<file path="config.mk">
export PLATFORM = sky130hd
export DESIGN_NAME = mem_port_arbiter_flat
export DESIGN_NICKNAME = d
export VERILOG_FILES = /design/src/rtl/mem_port_arbiter_pkg.sv /design/src/rtl/mem_port_arbiter_if.sv /design/src/rtl/mem_arb_select.sv /design/src/rtl/mem_port_arbiter.sv /design/src/flat_wrapper.sv
export SDC_FILE = /design/constraint.sdc
export NUM_CORES = 1
export LEC_CHECK = 0
export CAP_MARGIN = 30
export CORE_UTILIZATION = 37
export CTS_BUF_LIST = sky130_fd_sc_hd__clkbuf_16
export CTS_CLUSTER_DIAMETER = 40
export DETAILED_ROUTE_END_ITERATION = 16
export PLACE_DENSITY = 0.82
export RECOVER_POWER = 100
export SLEW_MARGIN = 10
export SYNTH_ARGS = -nofsm -noshare
export SYNTH_HDL_FRONTEND = slang
export SYNTH_SLANG_ARGS = --single-unit
</file>
<file path="constraint.sdc">
create_clock -name clk -period 1.9 [get_ports clk]
set_clock_uncertainty 0.05 [all_clocks]
set_input_delay 0.19 -clock clk [delete_from_list [all_inputs] [get_ports clk]]
set_output_delay 0.19 -clock clk [all_outputs]
set_load 0.01 [all_outputs]
</file>
<file path="src/rtl/mem_port_arbiter_pkg.sv">
// Shared FSM encodings, grant ids and helpers for the IF/DM memory port arbiter.
package mem_port_arbiter_pkg;
  localparam logic [1:0] IDLE   = 2'd0;
  localparam logic [1:0] ACCESS = 2'd1;
  localparam logic [1:0] WAIT   = 2'd2;
  localparam logic [1:0] DONE   = 2'd3;

  localparam logic GNT_IF = 1'b0;
  localparam logic GNT_DM = 1'b1;

  localparam int CNT_W = 4;

  function automatic logic [CNT_W-1:0] sat_inc(input logic [CNT_W-1:0] v);
    return (v == {CNT_W{1'b1}}) ? v : v + 1'b1;
  endfunction
endpackage

</file>
<file path="src/rtl/mem_port_arbiter_if.sv">
// Requester, memory and status bundle of the arbiter; slave = arbiter side.
interface mem_port_arbiter_if #(
  parameter int ADDR_W = 32,
  parameter int DATA_W = 32
);
  logic              if_req;
  logic [ADDR_W-1:0] if_addr;
  logic              if_ack;
  logic [DATA_W-1:0] if_rdata;
  logic              dm_req;
  logic              dm_we;
  logic [ADDR_W-1:0] dm_addr;
  logic [DATA_W-1:0] dm_wdata;
  logic              dm_ack;
  logic [DATA_W-1:0] dm_rdata;
  logic              mem_en;
  logic              mem_we;
  logic [ADDR_W-1:0] mem_addr;
  logic [DATA_W-1:0] mem_wdata;
  logic [DATA_W-1:0] mem_rdata;
  logic              busy;
  logic              grant_id;

  modport slave (
    input  if_req, if_addr, dm_req, dm_we, dm_addr, dm_wdata, mem_rdata,
    output if_ack, if_rdata, dm_ack, dm_rdata, mem_en, mem_we, mem_addr, mem_wdata,
           busy, grant_id
  );

  modport master (
    output if_req, if_addr, dm_req, dm_we, dm_addr, dm_wdata, mem_rdata,
    input  if_ack, if_rdata, dm_ack, dm_rdata, mem_en, mem_we, mem_addr, mem_wdata,
           busy, grant_id
  );
endinterface

</file>
<file path="src/rtl/mem_arb_select.sv">
// Winner pick: data side has priority until fetch has lost STARVE_MAX times in a row.
module mem_arb_select
  import mem_port_arbiter_pkg::*;
#(
  parameter int STARVE_MAX = 4
) (
  input  logic clk,
  input  logic rst,
  input  logic if_req,
  input  logic dm_req,
  input  logic pick,
  output logic winner
);
  logic [CNT_W-1:0] starve_q, starve_d;

  assign winner = (dm_req && !(if_req && starve_q == CNT_W'(STARVE_MAX))) ? GNT_DM : GNT_IF;

  always_comb begin
    starve_d = starve_q;
    if (pick) begin
      if (winner == GNT_IF) starve_d = '0;
      else if (if_req)      starve_d = sat_inc(starve_q);
    end
  end

  always_ff @(posedge clk or negedge rst) begin
    if (!rst) starve_q <= '0;
    else      starve_q <= starve_d;
  end
endmodule

</file>
<file path="src/rtl/mem_port_arbiter.sv">
// Single-port memory sharer: IDLE -> ACCESS -> WAIT(MEM_LAT) -> DONE, all outputs registered.
module mem_port_arbiter
  import mem_port_arbiter_pkg::*;
#(
  parameter int ADDR_W     = 32,
  parameter int DATA_W     = 32,
  parameter int MEM_LAT    = 1,
  parameter int STARVE_MAX = 4
) (
  input logic               clk,
  input logic               rst,
  mem_port_arbiter_if.slave bus
);
  localparam logic [2:0] LAT_M1 = 3'(MEM_LAT - 1);

  logic [1:0]        state_q, state_d;
  logic [2:0]        wait_q, wait_d;
  logic              gnt_q, we_q, mem_en_q, mem_we_q, busy_q;
  logic              if_ack_q, dm_ack_q;
  logic [ADDR_W-1:0] addr_q;
  logic [DATA_W-1:0] wdata_q, if_rdata_q, dm_rdata_q;
  logic              pick, winner, last_wait;

  mem_arb_select #(.STARVE_MAX(STARVE_MAX)) u_sel (
    .clk    (clk),
    .rst    (rst),
    .if_req (bus.if_req),
    .dm_req (bus.dm_req),
    .pick   (pick),
    .winner (winner)
  );

  assign last_wait = (state_q == WAIT) && (wait_q == LAT_M1);

  always_comb begin
    state_d = state_q;
    wait_d  = wait_q;
    pick    = 1'b0;
    case (state_q)
      IDLE: if (bus.if_req || bus.dm_req) begin
        pick    = 1'b1;
        state_d = ACCESS;
      end
      ACCESS: begin
        state_d = WAIT;
        wait_d  = '0;
      end
      WAIT: if (last_wait) state_d = DONE;
            else           wait_d  = wait_q + 3'd1;
      default: state_d = IDLE;
    endcase
  end

  always_ff @(posedge clk or negedge rst) begin
    if (!rst) begin
      state_q    <= IDLE;
      wait_q     <= '0;
      gnt_q      <= GNT_IF;
      we_q       <= 1'b0;
      mem_en_q   <= 1'b0;
      mem_we_q   <= 1'b0;
      busy_q     <= 1'b0;
      if_ack_q   <= 1'b0;
      dm_ack_q   <= 1'b0;
      addr_q     <= '0;
      wdata_q    <= '0;
      if_rdata_q <= '0;
      dm_rdata_q <= '0;
    end else begin
      state_q  <= state_d;
      wait_q   <= wait_d;
      busy_q   <= (state_d != IDLE);
      mem_en_q <= pick;
      mem_we_q <= pick && (winner == GNT_DM) && bus.dm_we;
      if_ack_q <= (state_d == DONE) && (gnt_q == GNT_IF);
      dm_ack_q <= (state_d == DONE) && (gnt_q == GNT_DM);
      // Request inputs are sampled only here; later changes are ignored.
      if (pick) begin
        gnt_q <= winner;
        if (winner == GNT_DM) begin
          addr_q  <= bus.dm_addr;
          wdata_q <= bus.dm_wdata;
          we_q    <= bus.dm_we;
        end else begin
          addr_q  <= bus.if_addr;
          wdata_q <= '0;
          we_q    <= 1'b0;
        end
      end
      if (last_wait) begin
        if (gnt_q == GNT_IF) if_rdata_q <= bus.mem_rdata;
        else if (!we_q)      dm_rdata_q <= bus.mem_rdata;
      end
    end
  end

  assign bus.if_ack    = if_ack_q;
  assign bus.if_rdata  = if_rdata_q;
  assign bus.dm_ack    = dm_ack_q;
  assign bus.dm_rdata  = dm_rdata_q;
  assign bus.mem_en    = mem_en_q;
  assign bus.mem_we    = mem_we_q;
  assign bus.mem_addr  = addr_q;
  assign bus.mem_wdata = wdata_q;
  assign bus.busy      = busy_q;
  assign bus.grant_id  = gnt_q;
endmodule

</file>
<file path="src/flat_wrapper.sv">
// flat-port wrapper written by rule: the top's interface ports become plain ports
module mem_port_arbiter_flat import mem_port_arbiter_pkg::*;
#(
  parameter int ADDR_W     = 32,
  parameter int DATA_W     = 32,
  parameter int MEM_LAT    = 1,
  parameter int STARVE_MAX = 4
)
  (clk, rst, bus_if_req, bus_if_addr, bus_dm_req, bus_dm_we, bus_dm_addr, bus_dm_wdata, bus_mem_rdata, bus_if_ack, bus_if_rdata, bus_dm_ack, bus_dm_rdata, bus_mem_en, bus_mem_we, bus_mem_addr, bus_mem_wdata, bus_busy, bus_grant_id);
  mem_port_arbiter_if #(.ADDR_W(ADDR_W), .DATA_W(DATA_W)) bus_i ();
  input logic clk;
  input logic rst;
  input wire logic [$bits(bus_i.if_req)-1:0] bus_if_req;
  input wire logic [$bits(bus_i.if_addr)-1:0] bus_if_addr;
  input wire logic [$bits(bus_i.dm_req)-1:0] bus_dm_req;
  input wire logic [$bits(bus_i.dm_we)-1:0] bus_dm_we;
  input wire logic [$bits(bus_i.dm_addr)-1:0] bus_dm_addr;
  input wire logic [$bits(bus_i.dm_wdata)-1:0] bus_dm_wdata;
  input wire logic [$bits(bus_i.mem_rdata)-1:0] bus_mem_rdata;
  output wire logic [$bits(bus_i.if_ack)-1:0] bus_if_ack;
  output wire logic [$bits(bus_i.if_rdata)-1:0] bus_if_rdata;
  output wire logic [$bits(bus_i.dm_ack)-1:0] bus_dm_ack;
  output wire logic [$bits(bus_i.dm_rdata)-1:0] bus_dm_rdata;
  output wire logic [$bits(bus_i.mem_en)-1:0] bus_mem_en;
  output wire logic [$bits(bus_i.mem_we)-1:0] bus_mem_we;
  output wire logic [$bits(bus_i.mem_addr)-1:0] bus_mem_addr;
  output wire logic [$bits(bus_i.mem_wdata)-1:0] bus_mem_wdata;
  output wire logic [$bits(bus_i.busy)-1:0] bus_busy;
  output wire logic [$bits(bus_i.grant_id)-1:0] bus_grant_id;
  assign bus_i.if_req = bus_if_req;
  assign bus_i.if_addr = bus_if_addr;
  assign bus_i.dm_req = bus_dm_req;
  assign bus_i.dm_we = bus_dm_we;
  assign bus_i.dm_addr = bus_dm_addr;
  assign bus_i.dm_wdata = bus_dm_wdata;
  assign bus_i.mem_rdata = bus_mem_rdata;
  assign bus_if_ack = bus_i.if_ack;
  assign bus_if_rdata = bus_i.if_rdata;
  assign bus_dm_ack = bus_i.dm_ack;
  assign bus_dm_rdata = bus_i.dm_rdata;
  assign bus_mem_en = bus_i.mem_en;
  assign bus_mem_we = bus_i.mem_we;
  assign bus_mem_addr = bus_i.mem_addr;
  assign bus_mem_wdata = bus_i.mem_wdata;
  assign bus_busy = bus_i.busy;
  assign bus_grant_id = bus_i.grant_id;
  mem_port_arbiter #(.ADDR_W(ADDR_W), .DATA_W(DATA_W), .MEM_LAT(MEM_LAT), .STARVE_MAX(STARVE_MAX)) u_core (.clk(clk), .rst(rst), .bus(bus_i));
endmodule
</file>
Word level (Yosys, flattened, before mapping)

Cells that the tools add are included.

Reductions and logical operators: 17
Add/sub/neg operators: 2
Equal/unequal tests: 8
Multiplexer cells: 14
Bitwise operators: 2

Operators with widths:

| operator              | number |
|---|---|
| $mux W32              | 2 |
| $mux W4               | 3 |
| $logic_and A1 B1 Y1   | 7 |
| $ne A2 B2 Y1 const B  | 3 |
| $pmux W2 S3           | 1 |
| $pmux W3 S2           | 1 |
| $reduce_and A3 Y1     | 2 |
| $add A4 B1 Y4 const B | 1 |
| $eq A2 B2 Y1 const B  | 2 |
| $eq A4 B3 Y1 const B  | 1 |
| $eq A4 B4 Y1 const B  | 1 |
| $mux W1               | 4 |
| $mux W2               | 2 |
| $reduce_and A2 Y1     | 2 |
| $reduce_bool A2 Y1    | 2 |
| $add A3 B1 Y3 const B | 1 |
| $logic_not A3 Y1      | 1 |
| $mux W3               | 1 |
| $eq A2 B1 Y1 const B  | 1 |
| $logic_not A2 Y1      | 1 |
| $not A1 Y1            | 2 |
| $logic_not A1 Y1      | 1 |
| $logic_or A1 B1 Y1    | 1 |

Bits in registers: 144
Word-level logic and storage cells: 57
Output and inout port bits: 134

Logic depth before layout (Yosys ltp)

Gate-level depths: netlist of the first run.

Depth after elaboration: 7
Mapped depth: 8
Gate-level depth less buffers: 6

By module

Synthesis of the first run repeated with hierarchy kept, for this count alone.

Cells, all modules: 487
Area, all modules: 5888.1 um^2

By module, submodules not included:

| module           | times used | cells an instance | area an instance (um^2) | sequential area each (um^2) |
|---|---|---|---|---|
| mem_port_arbiter | 1          | 460               | 5637.9                  | 3503.4 |
| mem_arb_select   | 1          | 27                | 250.2                   | 100.1 |

Worst setup path after synthesis of the first run

Ideal clock, no wire load.

Path type: register -> register
Start: register u_core.wait_q[0]
End: register u_core.dm_rdata_q[10], in the netlist u_core.bus.dm_rdata[10]
Slack: 0.051 ns
Cell stages (with the launch flop): 8
Setup time: 0.125 ns
Path buffers: 1
Period minus slack after synthesis: 1.849 ns
Arrival: 1.675 ns
Cells stage by stage: dfrtp_1 inv_1 ha_1 nor2b_4 nand2_2 nor3b_4 buf_4 mux2_2

Word-level cells in the longest chain between the ends: 3

Ends and longest elaborated chain:

| element                            | line                   | source |
|---|---|---|
| from (decl)                        | mem_port_arbiter.sv:17 | `logic [2:0] wait_q, wait_d;` |
| from (signal assigned)             | mem_port_arbiter.sv:71 | `wait_q <= wait_d;` |
| $logic_not A3 Y1                   | mem_port_arbiter.sv:33 | `assign last_wait = (state_q == WAIT) && (wait_q == LAT_M1);` |
| $logic_and A1 B1 Y1                | mem_port_arbiter.sv:33 |  |
| $reduce_and A3 Y1 (no source line) | --                     |  |
| to (signal assigned)               | mem_port_arbiter.sv:92 | `else if (!we_q) dm_rdata_q <= bus.mem_rdata;` |
| to (decl)                          | mem_port_arbiter.sv:21 | `logic [DATA_W-1:0] wdata_q, if_rdata_q, dm_rdata_q;` |

Every way passes these cells.
A chain may end at the register's enable or synchronous reset.

Worst setup path after layout of the first run

Start: register u_core.state_q[0]
End: register u_core.dm_rdata_q[17], in the netlist u_core.bus.dm_rdata[17]

Word-level cells in the longest chain between the ends: 3

Ends and longest elaborated chain:

| element                            | line                   | source |
|---|---|---|
| from (decl)                        | mem_port_arbiter.sv:16 | `logic [1:0] state_q, state_d;` |
| from (signal assigned)             | mem_port_arbiter.sv:70 | `state_q <= state_d;` |
| $eq A2 B2 Y1                       | mem_port_arbiter.sv:33 |  |
| $logic_and A1 B1 Y1                | mem_port_arbiter.sv:33 |  |
| $reduce_and A3 Y1 (no source line) | --                     |  |

Every way passes these cells.

==> results.sh, run 1 <==
export IMPL_setup_viol=0
export IMPL_period_minus_slack_ns=1.89
export IMPL_synth_distinct_cells=31
export IMPL_drtPass1Iterations=4
export IMPL_port_buffers=266
export IMPL_clk_pin_slew_ns=0.06
export IMPL_period_share=0.993
export IMPL_synth_net_count=593
export IMPL_wl_met1_microns=6540
export IMPL_ys_ff_latch=144
export IMPL_dpl_cell_area_sq_um=8700
export IMPL_numCtsBuffers=17
export IMPL_synth_xor_area_frac=0.00153
export IMPL_drt_iter0_markers=194
export IMPL_ir_worst_vdd_uv=656
export IMPL_cp_end_kind="flop"
export IMPL_hpwl_microns=10800
export IMPL_clkSinkCount=144
export IMPL_crit_fanout=8
export IMPL_dp_slack_ns=-0.0366
export IMPL_grt_overflow_total=0
export IMPL_slew_violations=0
export IMPL_drive_gt1_frac=0.175
export IMPL_routed_top_layer="met4"
export IMPL_path_cells="inv_1 > ha_4 > nand2_4 > nor3b_4 > buf_6 > clkbuf_16 > mux2_2"
export IMPL_diodes=0
export IMPL_initial_utilization=0.377
export IMPL_synth_warnings=0
export IMPL_hold_class="in2reg"
export IMPL_synthAdderAreaFrac=0.0175
export IMPL_vias_per_cell=5.03
export IMPL_cts_root_buf="clkbuf_16"
export IMPL_final_nets=877
export IMPL_postLayoutSetupSlackWorst_ns=0.0137
export IMPL_via_count=4709
export IMPL_grt_pass1_wl_microns=24700
export IMPL_post_route_drc_count=0
export IMPL_coreArea_sq_um=15100
export IMPL_worstSetupPathType="reg2reg"
export IMPL_route_met2_wl_microns=7800
export IMPL_grt_setup_unrepaired="yes"
export IMPL_status="completed"
export IMPL_die_y_microns=126
export IMPL_slew_headroom=0.341
export IMPL_maxCapViolCount=0
export IMPL_area_growth_pct=66.4
export IMPL_met3WireLength_microns=1140
export IMPL_tightest_slew_ns=0.989
export IMPL_place_congestion=0.812
export IMPL_clockBufferDepth=2
export IMPL_synth_avg_cell_area_sq_um=12.6
export IMPL_fmax_mhz=530
export IMPL_cpPeakStageDelay_ns=0.41
export IMPL_crit_required_ns=2.14
export IMPL_synth_top_family_by_area="multiplexers"
export IMPL_synth_compound_area_frac=0.123
export IMPL_setup_tns_ns=0
export IMPL_final_hold_viol_count=0
export IMPL_wl_per_cell_microns=16.9
export IMPL_cp_arrival_ns=2.12
export IMPL_grt_total_usage=0.198
export IMPL_grt_pass1_vias=5016
export IMPL_dieArea_sq_um=15900
export IMPL_synth_seq_area_share=0.631
export IMPL_rr_worst_depth=7
export IMPL_antenna_found_initial=0
export IMPL_post_synth_mux_area_share=0.128
export IMPL_htree_levels=4
export IMPL_placementRows=45
export IMPL_finalInstanceArea_sq_um=9500
export IMPL_p_per_area_nw_per_um2=1680
export IMPL_io_pins=267
export IMPL_synthCells=452
export IMPL_worstSkewPairLatency_ns=0.41
export IMPL_grt_max_degree=52
export IMPL_start_kind="flop"
export IMPL_cts_tree="yes"
export IMPL_p_leak_nw=4.08
export IMPL_synthSimpleGateAreaFrac=0.0699
export IMPL_holdPathStages=3
export IMPL_ant_nets=0
export IMPL_slowest_stage="dfrtp_1"
export IMPL_totalWireLength_microns=15800
export IMPL_die_x_microns=126
export IMPL_syn_cell_area_sq_um=5710
sequential cells by signal (all words and copies together), names as in the netlist:
register and flops:
u_core.bus.if_rdata 32, u_core.bus.mem_en 1, u_core.bus.mem_wdata 32, u_core.bus.dm_rdata 32, u_core.state_q 2, u_core.bus.dm_ack 1, u_core.bus.mem_addr 32, u_core.bus.busy 1
u_core.bus.grant_id 1, u_core.wait_q 3, u_core.we_q 1, u_core.u_sel.starve_q 4, u_core.bus.if_ack 1, u_core.bus.mem_we 1
worst max-delay path: cells and delay by family (launching register included):
family,cells,cell delay [ns]
DFF,1,0.41
and+or+nand+nor,2,0.26
adders and majority gates,1,0.20
muxes,1,0.32
buffers and inverters,3,0.51
per-stage QoR:
stage	util	hold slack (ns)	instances	power, mW
floorplan	-	-0.156	452	8.42
global placement	0.574	0.0785	895	12.1
detailed placement	0.574	0.0808	895	12.4
CTS	0.619	0.207	932	15.8
global route	0.627	0.244	937	16.9
finish	0.627	0.269	937	16.0
per-layer routing:
metal  up-vias  global-route usage
met1      2300               0.234
met4         0              0.0829
met3        29              0.0620
met5         -                   0
met2       237               0.336
li1       2143                   -
where the power goes:
part,leakage [nW],internal (mW),switching [mW]
Clock,0.273,1.92,1.29
Combinational,2.08,4.48,2.92
Sequential,1.73,4.52,0.868
placed cells by master (no fill, tap or decap), drive strengths merged, types with 2 or more instances in the layout:
cell type,Yosys,final
nor2,35,35
dfrtp,144,144
and3,2,2
clkdlybuf4s50,0,265
ha,8,8
o21ai,6,6
and2,3,3
or2,2,2
nand2,38,38
a21o,2,2
mux2,65,65
nand3,2,2
a21oi,64,64
nor2b,2,2
a22o,34,34
clkinv,0,5
clkinvlp,0,4
bufinv,0,2
clkbuf,10,20
o31ai,2,2
inv,7,11
buf,17,23
cell usage after synthesis:
| library cell | number | share of area |
|---|---|---|
| o21ai_1 | 1 | 0.00088 |
| o2bb2ai_1 | 1 | 0.0015 |
| and3b_1 | 1 | 0.0015 |
| nand2_1 | 37 | 0.024 |
| a21oi_1 | 64 | 0.056 |
| nand3_1 | 2 | 0.0018 |
| nor3b_4 | 1 | 0.0033 |
| dfrtp_1 | 144 | 0.63 |
| a31oi_1 | 1 | 0.0011 |
| or2_2 | 2 | 0.0022 |
| o31ai_1 | 2 | 0.0026 |
| a22o_1 | 34 | 0.052 |
| xnor2_1 | 1 | 0.0015 |
| o21bai_1 | 1 | 0.0013 |
| inv_1 | 7 | 0.0046 |
| nand2b_1 | 1 | 0.0011 |
| nand4b_1 | 1 | 0.0015 |
| o21ai_0 | 5 | 0.0044 |
| a21o_1 | 2 | 0.0026 |
| and2_1 | 3 | 0.0033 |
| nor2b_1 | 1 | 0.0011 |
| nand4_1 | 1 | 0.0011 |
| clkbuf_1 | 10 | 0.0066 |
| nor2b_4 | 1 | 0.0024 |
| nand2_2 | 1 | 0.0011 |
| nor2_1 | 35 | 0.023 |
| mux2_2 | 65 | 0.13 |
| ha_1 | 8 | 0.018 |
| buf_4 | 6 | 0.0079 |
| and3_1 | 2 | 0.0022 |
| buf_2 | 11 | 0.0096 |
cells by family after synthesis:
family	count (synthesis)
multiplexers	65
XOR/XNOR	1
flip-flops	144
AO/OA/AOI/OAI	111
AND/OR/NAND/NOR	89
adder cells (fa/ha/maj)	8
buffers and inverters	34
final timing paths:
kind / startpoint / slack (ns) / to
worst max register to register: u_core.state_q[0] / 0.01 / u_core.bus.dm_rdata[17]
worst min register to register: u_core.bus.mem_wdata[12] / 0.45 / u_core.bus.mem_wdata[12]
worst min-delay path: bus_if_addr[11] / 0.27 / u_core.bus.mem_addr[11]
max in group asynchronous: rst / 0.24 / u_core.bus.if_rdata[3]
worst max-delay path: u_core.state_q[0] / 0.01 / u_core.bus.dm_rdata[17]
min in group asynchronous: rst / 0.43 / u_core.bus.if_rdata[24]
repair_timing:
item,4_1_cts,5_1_grt
cloned,2,1
setup buffers,2,4
hold endpoints to repair,36,0
endpoints found under the setup margin,32,45
hold buffers,1,0
resized for setup,8,28
pin swaps,2,3
final cells by class:
type | instances | area (sq um)
fill | 1095 | 5650
clock buffer | 17 | 425
multi-input combinational | 274 | 2080
clock inverter | 15 | 145
tap | 188 | 235
timing repair buffer | 292 | 2980
sequential | 144 | 3600
inverter | 7 | 26.3
(Power assumes the default switching activity.)
==> inputs of run 2 (changes only) <==
==> constraint.sdc (replaced) <==
create_clock -name clk -period 1.7 [get_ports clk]
set_clock_uncertainty 0.05 [all_clocks]
set_input_delay 0.17 -clock clk [delete_from_list [all_inputs] [get_ports clk]]
set_output_delay 0.17 -clock clk [all_outputs]
set_load 0.01 [all_outputs]
==> results.sh, run 2 (same netlist as run 1, synthesis figures left out) <==
export IMPL_period_share=1.09
export IMPL_place_congestion=0.813
export IMPL_coreArea_sq_um=15100
export IMPL_worstSetupPathType="reg2reg"
export IMPL_maxCapViolCount=0
export IMPL_htree_levels=4
export IMPL_status="finished, violations left"
export IMPL_crit_required_ns=1.94
export IMPL_via_count=4766
export IMPL_final_common_cell="clkdlybuf4s50_1"
export IMPL_grt_overflow_total=0
export IMPL_placementRows=45
export IMPL_grt_use_met1=0.251
export IMPL_start_kind="flop"
export IMPL_hold_class="in2reg"
export IMPL_totalWireLength_microns=16900
export IMPL_met3_usage=0.0514
export IMPL_postLayoutSetupSlackWorst_ns=-0.159
export IMPL_initial_utilization=0.377
export IMPL_clk_pin_slew_ns=0.06
export IMPL_die_x_microns=126
export IMPL_ir_worst_vdd_uv=781
export IMPL_area_growth_pct=72.3
export IMPL_slew_headroom=0.188
export IMPL_slew_violations=0
export IMPL_die_y_microns=126
export IMPL_fmax_mhz=538
export IMPL_tightest_slew_ns=1.22
export IMPL_post_route_drc_count=0
export IMPL_violations="negative setup slack"
export IMPL_io_pins=267
export IMPL_antenna_found_initial=0
export IMPL_grt_max_degree=55
export IMPL_grt_pass1_vias=5237
export IMPL_clkSinkCount=144
export IMPL_port_buffers=266
export IMPL_crit_fanout=29
export IMPL_drt_iter0_markers=203
export IMPL_setup_viol=62
export IMPL_power_total_mw=18.8
export IMPL_wl_per_cell_microns=17.7
export IMPL_clockBufferDepth=2
export IMPL_mostFrequentLayoutCells="clkdlybuf4s50_1, dfrtp_1, a21oi_1"
export IMPL_p_leak_nw=4.26
export IMPL_grt_setup_unrepaired="yes"
export IMPL_grt_total_usage=0.213
export IMPL_hpwl_microns=11400
export IMPL_p_per_area_nw_per_um2=1910
export IMPL_cts_root_buf="clkbuf_16"
export IMPL_cp_arrival_ns=2.10
export IMPL_dp_slack_ns=-0.201
export IMPL_worstSkewPairLatency_ns=0.41
export IMPL_final_nets=896
export IMPL_final_hold_viol_count=0
export IMPL_ant_nets=0
export IMPL_vias_per_cell=4.99
export IMPL_cp_end_kind="flop"
export IMPL_grt_busiest_layer="met2"
export IMPL_period_minus_slack_ns=1.86
export IMPL_setup_tns_ns=-7.89
export IMPL_cts_tree="yes"
export IMPL_grt_pass1_wl_microns=26400
export IMPL_drive_gt1_frac=0.226
export IMPL_grt_use_met2=0.374
export IMPL_drtPass1Iterations=4
export IMPL_diodes=0
export IMPL_dieArea_sq_um=15900
export IMPL_numCtsBuffers=17
[run 2: power breakdown]
part / switching [mW] / internal [mW]
Clock: 1.39 / 2.72
Combinational: 3.44 / 5.19
Sequential: 0.995 / 5.05
Total: 5.82 / 13.0
[run 2: path summary, 6_finish.rpt]
| kind | from | endpoint | slack (ns) | depth (start not counted) |
|---|---|---|---|---|
| setup reg to reg | u_core.wait_q[0] | u_core.bus.if_rdata[22] | -0.16 | 8 |
| setup / recovery | u_core.wait_q[0] | u_core.bus.if_rdata[22] | -0.16 | 8 |
| hold reg to reg | u_core.bus.if_rdata[6] | u_core.bus.if_rdata[6] | 0.45 | 1 |
| min in group asynchronous | rst | u_core.bus.if_rdata[28] | 0.53 | 2 |
| hold / removal | bus_if_addr[10] | u_core.bus.mem_addr[10] | 0.25 | 3 |
| max in group asynchronous | rst | u_core.bus.if_rdata[11] | 0.19 | 3 |
[run 2: through the flow]
step / hold WS, ns / instances / utilization / cell area, sq um
floorplan: -0.176 / 452 / - / 5720
global placement: 0.110 / 912 / 0.582 / 8810
detailed placement: 0.120 / 912 / 0.582 / 8810
CTS: 0.224 / 953 / 0.642 / 9720
global route: 0.243 / 955 / 0.649 / 9830
finish: 0.246 / 955 / 0.649 / 9830
[run 2: final cells by class]
type	instances	area (sq um)
clock inverter	14	224
fill	1074	5310
tap	188	235
timing repair buffer	311	3120
sequential	144	3600
inverter	7	26.3
multi-input combinational	274	2200
clock buffer	17	425
[run 2: critical path, cell delays in order, from the launching register on]
cell and delay, ns:
dfrtp_1 0.39, inv_2 0.08, ha_4 0.12, nor2b_4 0.16, nand2_4 0.07, buf_4 0.14, nor2_4 0.12, buf_12 0.22
mux2_2 0.37
[run 2: what timing repair did]
action / 4_1_cts / 5_1_grt
endpoints found under the hold margin: 47 / 0
setup buffers: 7 / 2
hold buffers: 1 / 0
gates cloned: 2 / 2
gates resized for setup: 36 / 34
pin swaps: 0 / 3
setup endpoints to repair: 67 / 93
[run 2: routing by layer]
metal  vias up  part of all wire
li1       2183                 -
met4         0             0.021
met5         -                 0
met2       211              0.51
met3        31             0.060
met1      2341              0.41
